--- config.mk ---
export PLATFORM = sky130hd
export DESIGN_NAME = tanh_arbiter
export DESIGN_NICKNAME = d
export VERILOG_FILES = /design/src/rtl/tanh_arbiter_pkg.sv /design/src/rtl/tanh_arbiter_rr_arbiter.sv /design/src/rtl/tanh_arbiter.sv
export SDC_FILE = /design/constraint.sdc
export NUM_CORES = 1
export LEC_CHECK = 0
export CAP_MARGIN = 20
export CELL_PAD_IN_SITES_DETAIL_PLACEMENT = 1
export CELL_PAD_IN_SITES_GLOBAL_PLACEMENT = 1
export CORE_ASPECT_RATIO = 1.4
export CORE_UTILIZATION = 29
export DETAILED_ROUTE_END_ITERATION = 7
export PLACE_DENSITY_LB_ADDON = 0.08
export SLEW_MARGIN = 20
export SYNTH_ARGS = -nofsm -noshare
export SYNTH_HDL_FRONTEND = slang
export SYNTH_SLANG_ARGS = --single-unit
--- constraint.sdc ---
create_clock -name i_clk -period 3.52 [get_ports i_clk]
set_input_delay 0.704 -clock i_clk [delete_from_list [all_inputs] [get_ports i_clk]]
set_output_delay 0.704 -clock i_clk [all_outputs]
set_load 0.005 [all_outputs]
--- src/rtl/tanh_arbiter_pkg.sv ---
// Shared fixed-point format for the tanh datapath: signed Q3.5 words.
// Nothing in the arbiter interprets the fraction; it only sizes the buses.
package tanh_arbiter_pkg;
    localparam int FXP_W    = 9;
    localparam int FXP_FRAC = 5;

    function automatic logic signed [FXP_W-1:0] fxp_one();
        return FXP_W'(1 << FXP_FRAC);
    endfunction
endpackage

--- src/rtl/tanh_arbiter_rr_arbiter.sv ---
// Round-robin winner select: purely combinational, zero latency, no backpressure.
// The search starts at i_ptr and wraps from N_REQ-1 back to 0.
module rr_arbiter #(
    parameter int N_REQ = 4
) (
    input  logic [N_REQ-1:0]         i_req,
    input  logic [$clog2(N_REQ)-1:0] i_ptr,
    output logic [N_REQ-1:0]         o_grant
);
    localparam int PTR_W = $clog2(N_REQ);

    logic [PTR_W-1:0] w_idx;
    logic             w_found;

    always_comb begin
        o_grant = '0;
        w_found = 1'b0;
        w_idx   = '0;
        for (int k = 0; k < N_REQ; k++) begin
            w_idx = PTR_W'((int'(i_ptr) + k) % N_REQ);
            if (!w_found && i_req[w_idx]) begin
                o_grant[w_idx] = 1'b1;
                w_found        = 1'b1;
            end
        end
    end
endmodule

--- src/rtl/tanh_arbiter.sv ---
// Shares one combinational tanh lookup unit among N_REQ requesters.
// Result appears 2 cycles after accept; accepts nothing while a result waits on rsp_ready.
module tanh_arbiter
    import tanh_arbiter_pkg::*;
#(
    parameter int N_REQ  = 4,
    parameter int DATA_W = FXP_W
) (
    input  logic                      i_clk,
    input  logic                      i_rst,
    input  logic [N_REQ-1:0]          i_req_valid,
    input  logic [N_REQ*DATA_W-1:0]   i_req_data,
    output logic [N_REQ-1:0]          o_req_ready,
    output logic signed [DATA_W-1:0]  o_lut_in,
    input  logic signed [DATA_W-1:0]  i_lut_out,
    output logic                      o_rsp_valid,
    output logic [$clog2(N_REQ)-1:0]  o_rsp_id,
    output logic signed [DATA_W-1:0]  o_rsp_data,
    input  logic                      i_rsp_ready,
    output logic                      o_busy
);
    localparam int ID_W = $clog2(N_REQ);

    typedef enum logic [1:0] {
        S_IDLE   = 2'd0,
        S_LOOKUP = 2'd1,
        S_RESP   = 2'd2
    } state_t;

    state_t                    r_state;
    state_t                    w_state_nxt;
    logic [ID_W-1:0]           r_ptr;
    logic [ID_W-1:0]           r_id;
    logic signed [DATA_W-1:0]  r_op;
    logic signed [DATA_W-1:0]  r_rsp_data;

    logic [N_REQ-1:0]          w_grant;
    logic [ID_W-1:0]           w_gnt_idx;
    logic [ID_W-1:0]           w_ptr_nxt;
    logic signed [DATA_W-1:0]  w_op_sel;
    logic                      w_accept;

    rr_arbiter #(.N_REQ(N_REQ)) u_rr (
        .i_req   (i_req_valid),
        .i_ptr   (r_ptr),
        .o_grant (w_grant)
    );

    always_comb begin
        w_gnt_idx = '0;
        w_op_sel  = '0;
        for (int i = 0; i < N_REQ; i++) begin
            if (w_grant[i]) begin
                w_gnt_idx = ID_W'(i);
                w_op_sel  = i_req_data[i*DATA_W +: DATA_W];
            end
        end
        w_ptr_nxt = (w_gnt_idx == ID_W'(N_REQ-1)) ? '0 : w_gnt_idx + ID_W'(1);
    end

    always_comb begin
        w_state_nxt = r_state;
        o_req_ready = '0;
        w_accept    = 1'b0;
        case (r_state)
            S_IDLE: begin
                // Ready is forced low during reset so nothing can look accepted.
                o_req_ready = i_rst ? '0 : w_grant;
                w_accept    = |w_grant;
                if (w_accept) w_state_nxt = S_LOOKUP;
            end
            S_LOOKUP: w_state_nxt = S_RESP;
            S_RESP:   if (i_rsp_ready) w_state_nxt = S_IDLE;
            default:  w_state_nxt = S_IDLE;
        endcase
    end

    always_ff @(posedge i_clk or posedge i_rst) begin
        if (i_rst) begin
            r_state    <= S_IDLE;
            r_ptr      <= '0;
            r_id       <= '0;
            r_op       <= '0;
            r_rsp_data <= '0;
        end else begin
            r_state <= w_state_nxt;
            if (w_accept) begin
                r_op  <= w_op_sel;
                r_id  <= w_gnt_idx;
                r_ptr <= w_ptr_nxt;
            end
            if (r_state == S_LOOKUP) r_rsp_data <= i_lut_out;
        end
    end

    // The lookup unit sees only the latched operand, never the live request bus.
    assign o_lut_in    = r_op;
    assign o_rsp_valid = (r_state == S_RESP);
    assign o_rsp_id    = r_id;
    assign o_rsp_data  = r_rsp_data;
    assign o_busy      = (r_state != S_IDLE);
endmodule

==> metrics.yaml <==
timing:
  fin_crit_sh_pct: 97.6
  finalSetupViolations: 0
  worstMarginPinSlew_ps: 938
  skew_ps: 2.35
  hold_viol: 0
  slew_violations: 0
  period_minus_slack_ps: 3440
  whs_ps: 498
  slew_headroom_pct: 37.4
  fmax_mhz: 291
  setup_tns_ps: 0
cts:
  clk_latency_ps: 270
  clock_sinks: 24
  clk_path_buf_depth: 2
  cts-root-buf: "clkbuf_8"
  cts_buffers: 3
  cts_hold_buffers: 0
  cts_tree: "done"
  h-tree-depth: 1
  path_clk_slew_ps: 90
yosys:
  synth_area_um2: 1540
  ys_types: 34
  ys_seq_elements: 24
  synth_fp_nets: 213
  yosysTopAreaCellShare_pct: 39.1
  postSynthCellCount: 155
  avgSynthCellArea_um2: 9.91
  synth_top_cell_by_area: "dfrtp_1"
  yosys_warnings: 0
  yosys-top-cells-area: "dfrtp_1 39%, o21ai_0 9.1%, mux2_2 6.6%"
  ys_seq_area_share_pct: 39.1
floorplanning:
  die_h_um: 88.1
  die-area_um2: 5600
  fp.dieW_um: 63.5
  initial_core_util_pct: 30.0
  rows: 31
  io_pins: 78
  core-area_um2: 5120
routing:
  dr_wl_met3_um: 255
  first_pass_iters: 4
  drc: 0
  routed.top_layer: "met4"
  routed_wl_mm: 5.06
  drtAntennaViolNets: 0
  met1_length_mm: 1.93
  drt-wirelength-per-cell_um: 15.8
  via_count: 1576
  drt-initial-drc-count: 67
  dr_wl_met2_mm: 2.83
  via_per_inst: 4.93
power:
  ir_drop_uv: 381
  clkPwrFrac_pct: 9.4
  power.share.combinational_pct: 71.2
  swShare_pct: 40.0
  p_leak_uw: 0.00116
  power.internal_uw: 1540
  switching_power_uw: 1030
  p_per_area_nw_per_um2: 985
  pwr-share-seq_pct: 19.4
layout:
  post-route-cell-area_um2: 2610
  multi_input_area_um2: 853
  fin_util_pct: 51.1
  layout_common_cells: "70 x clkdlybuf4s50_1, 27 x o21ai_0, 26 x buf_4, 24 x dfrtp_1, 15 x nand2_1"
  drive_gt1_share_pct: 23.2
  antennaDiodeCount: 0
  seqCellArea_um2: 601
  nFillCells: 608
  syn2layout_area_growth_pct: 70.1
  layout_commonest_cell: "clkdlybuf4s50_1"
  nets: 313
global_route:
  grt_first_pass_wirelength_mm: 7.86
  grt_pass1_vias: 1657
  antenna_found_initial: 0
  grt_max_degree: 25
  grt_usage_pct: 18.1
  grt_overflow: 0
hold_path:
  hp-class: "flop to flop"
critical_path:
  arrival_ps: 2730
  cp_max_fo: 4
  cp-end-kind: "primary output"
  critPathRequiredTime_ps: 2820
  slowest_stage: "mux4_2"
  crit_type: "flop to primary output"
  critical-path-max-stage-delay_ps: 550
  cp_cell_sequence: "inv_2 -> ha_4 -> mux4_2 -> buf_4 -> nor3b_4 -> a221oi_2 -> nor2_1 -> clkdlybuf4s50_1"
  start_kind: "flop"
status:
  status: "completed"
job:
  maxCapViolCount: 0
placed_design:
  globalplace.congestion: 0.680
  hpwl_mm: 3.81
  numPortBuffers: 77
  place_area_um2: 2450
-- metrics by stage --
step	setup slack, ps	power [µW]	std cells
2_1_floorplan	251	1510	155
4_1_cts	10.9	2530	314
3_5_place_dp	-262	2230	306
5_1_grt	-50.5	2800	320
3_3_place_gp	-186	2160	306
6_report	83.3	2570	320
-- critical path, delay by kind of cell (launching register included) --
| family | cells | cell delay, ps |
|---|---|---|
| DFF | 1 | 360 |
| adders and majority gates | 1 | 280 |
| muxes | 1 | 550 |
| AOI/OAI and AO/OA | 1 | 120 |
| buffers and inverters | 3 | 750 |
| and+or+nand+nor | 2 | 400 |
-- synth_stat cells, drive strengths merged --
cell and n:
a41o 1, a31oi 1, a31o 3, and3 1
mux2 9, a22o 1, a211o 1, mux4 4
nor3b 1, clkbuf 4, or3 2, o21a 1
a221oi 8, nor2b 1, nor4b 1, ha 6
a21oi 6, a211oi 1, dfrtp 24, nand2b 2
nand2 15, or2 1, and2 1, nand3 4
o21ai 31, buf 4, nor2 9, inv 12
-- sequential cells by signal (all words and copies together) (netlist names) --
signal,cells
o_lut_in,9
o_rsp_data,9
o_rsp_id,2
r_ptr,2
r_state,2
-- area by class of cell --
cell class / count / area share (%)
Clock inverter: 1 / 1.15
Tap cell: 66 / 3.16
Sequential cell: 24 / 23.0
Inverter: 12 / 1.72
Clock buffer: 3 / 1.58
Multi-Input combinational cell: 111 / 32.6
Timing Repair Buffer: 103 / 36.8
-- worst paths after layout --
check	depth (start not counted)	slack, ps	end	from
max in group asynchronous	2	1980	o_lut_in[0]	i_rst
min reg2reg	2	500	o_lut_in[6]	o_lut_in[6]
max	8	80	o_req_ready[2]	r_ptr[1]
min	2	500	o_lut_in[6]	o_lut_in[6]
min in group asynchronous	2	970	r_ptr[0]	i_rst
max reg2reg	13	380	o_rsp_id[0]	r_ptr[1]
-- power by group through the flow --
stage	registers [µW]	clock network, µW	logic [µW]
floorplan	512	0	1000
global placement	494	0	1660
global route	516	258	2030
CTS	499	250	1780
detailed placement	503	0	1730
finish	499	243	1830
-- what timing repair did --
item                                    4_1_cts  5_1_grt
pin swaps                                     6        3
resized for setup                            10        8
buffers inserted                              4        6
endpoints found under the setup margin        4        3
-- cells by family (layout without fill, tap and decap cells) --
group | count (synthesis) | in the layout | synth area share, %
buf+inv | 20 | 119 | 6.51
flops | 24 | 24 | 39.1
fa+ha+maj | 6 | 6 | 4.89
simple gates | 38 | 38 | 13.8
compound gates | 54 | 54 | 22.5
mux | 13 | 13 | 13.2
-- per-layer routing --
metal	up-vias	track usage [%]
met5	-	0
met4	0	6.61
met3	4	3.65
met2	45	33.9
met1	767	19.9
li1	760	-
No activity file was read; power rests on OpenSTA's default activity.
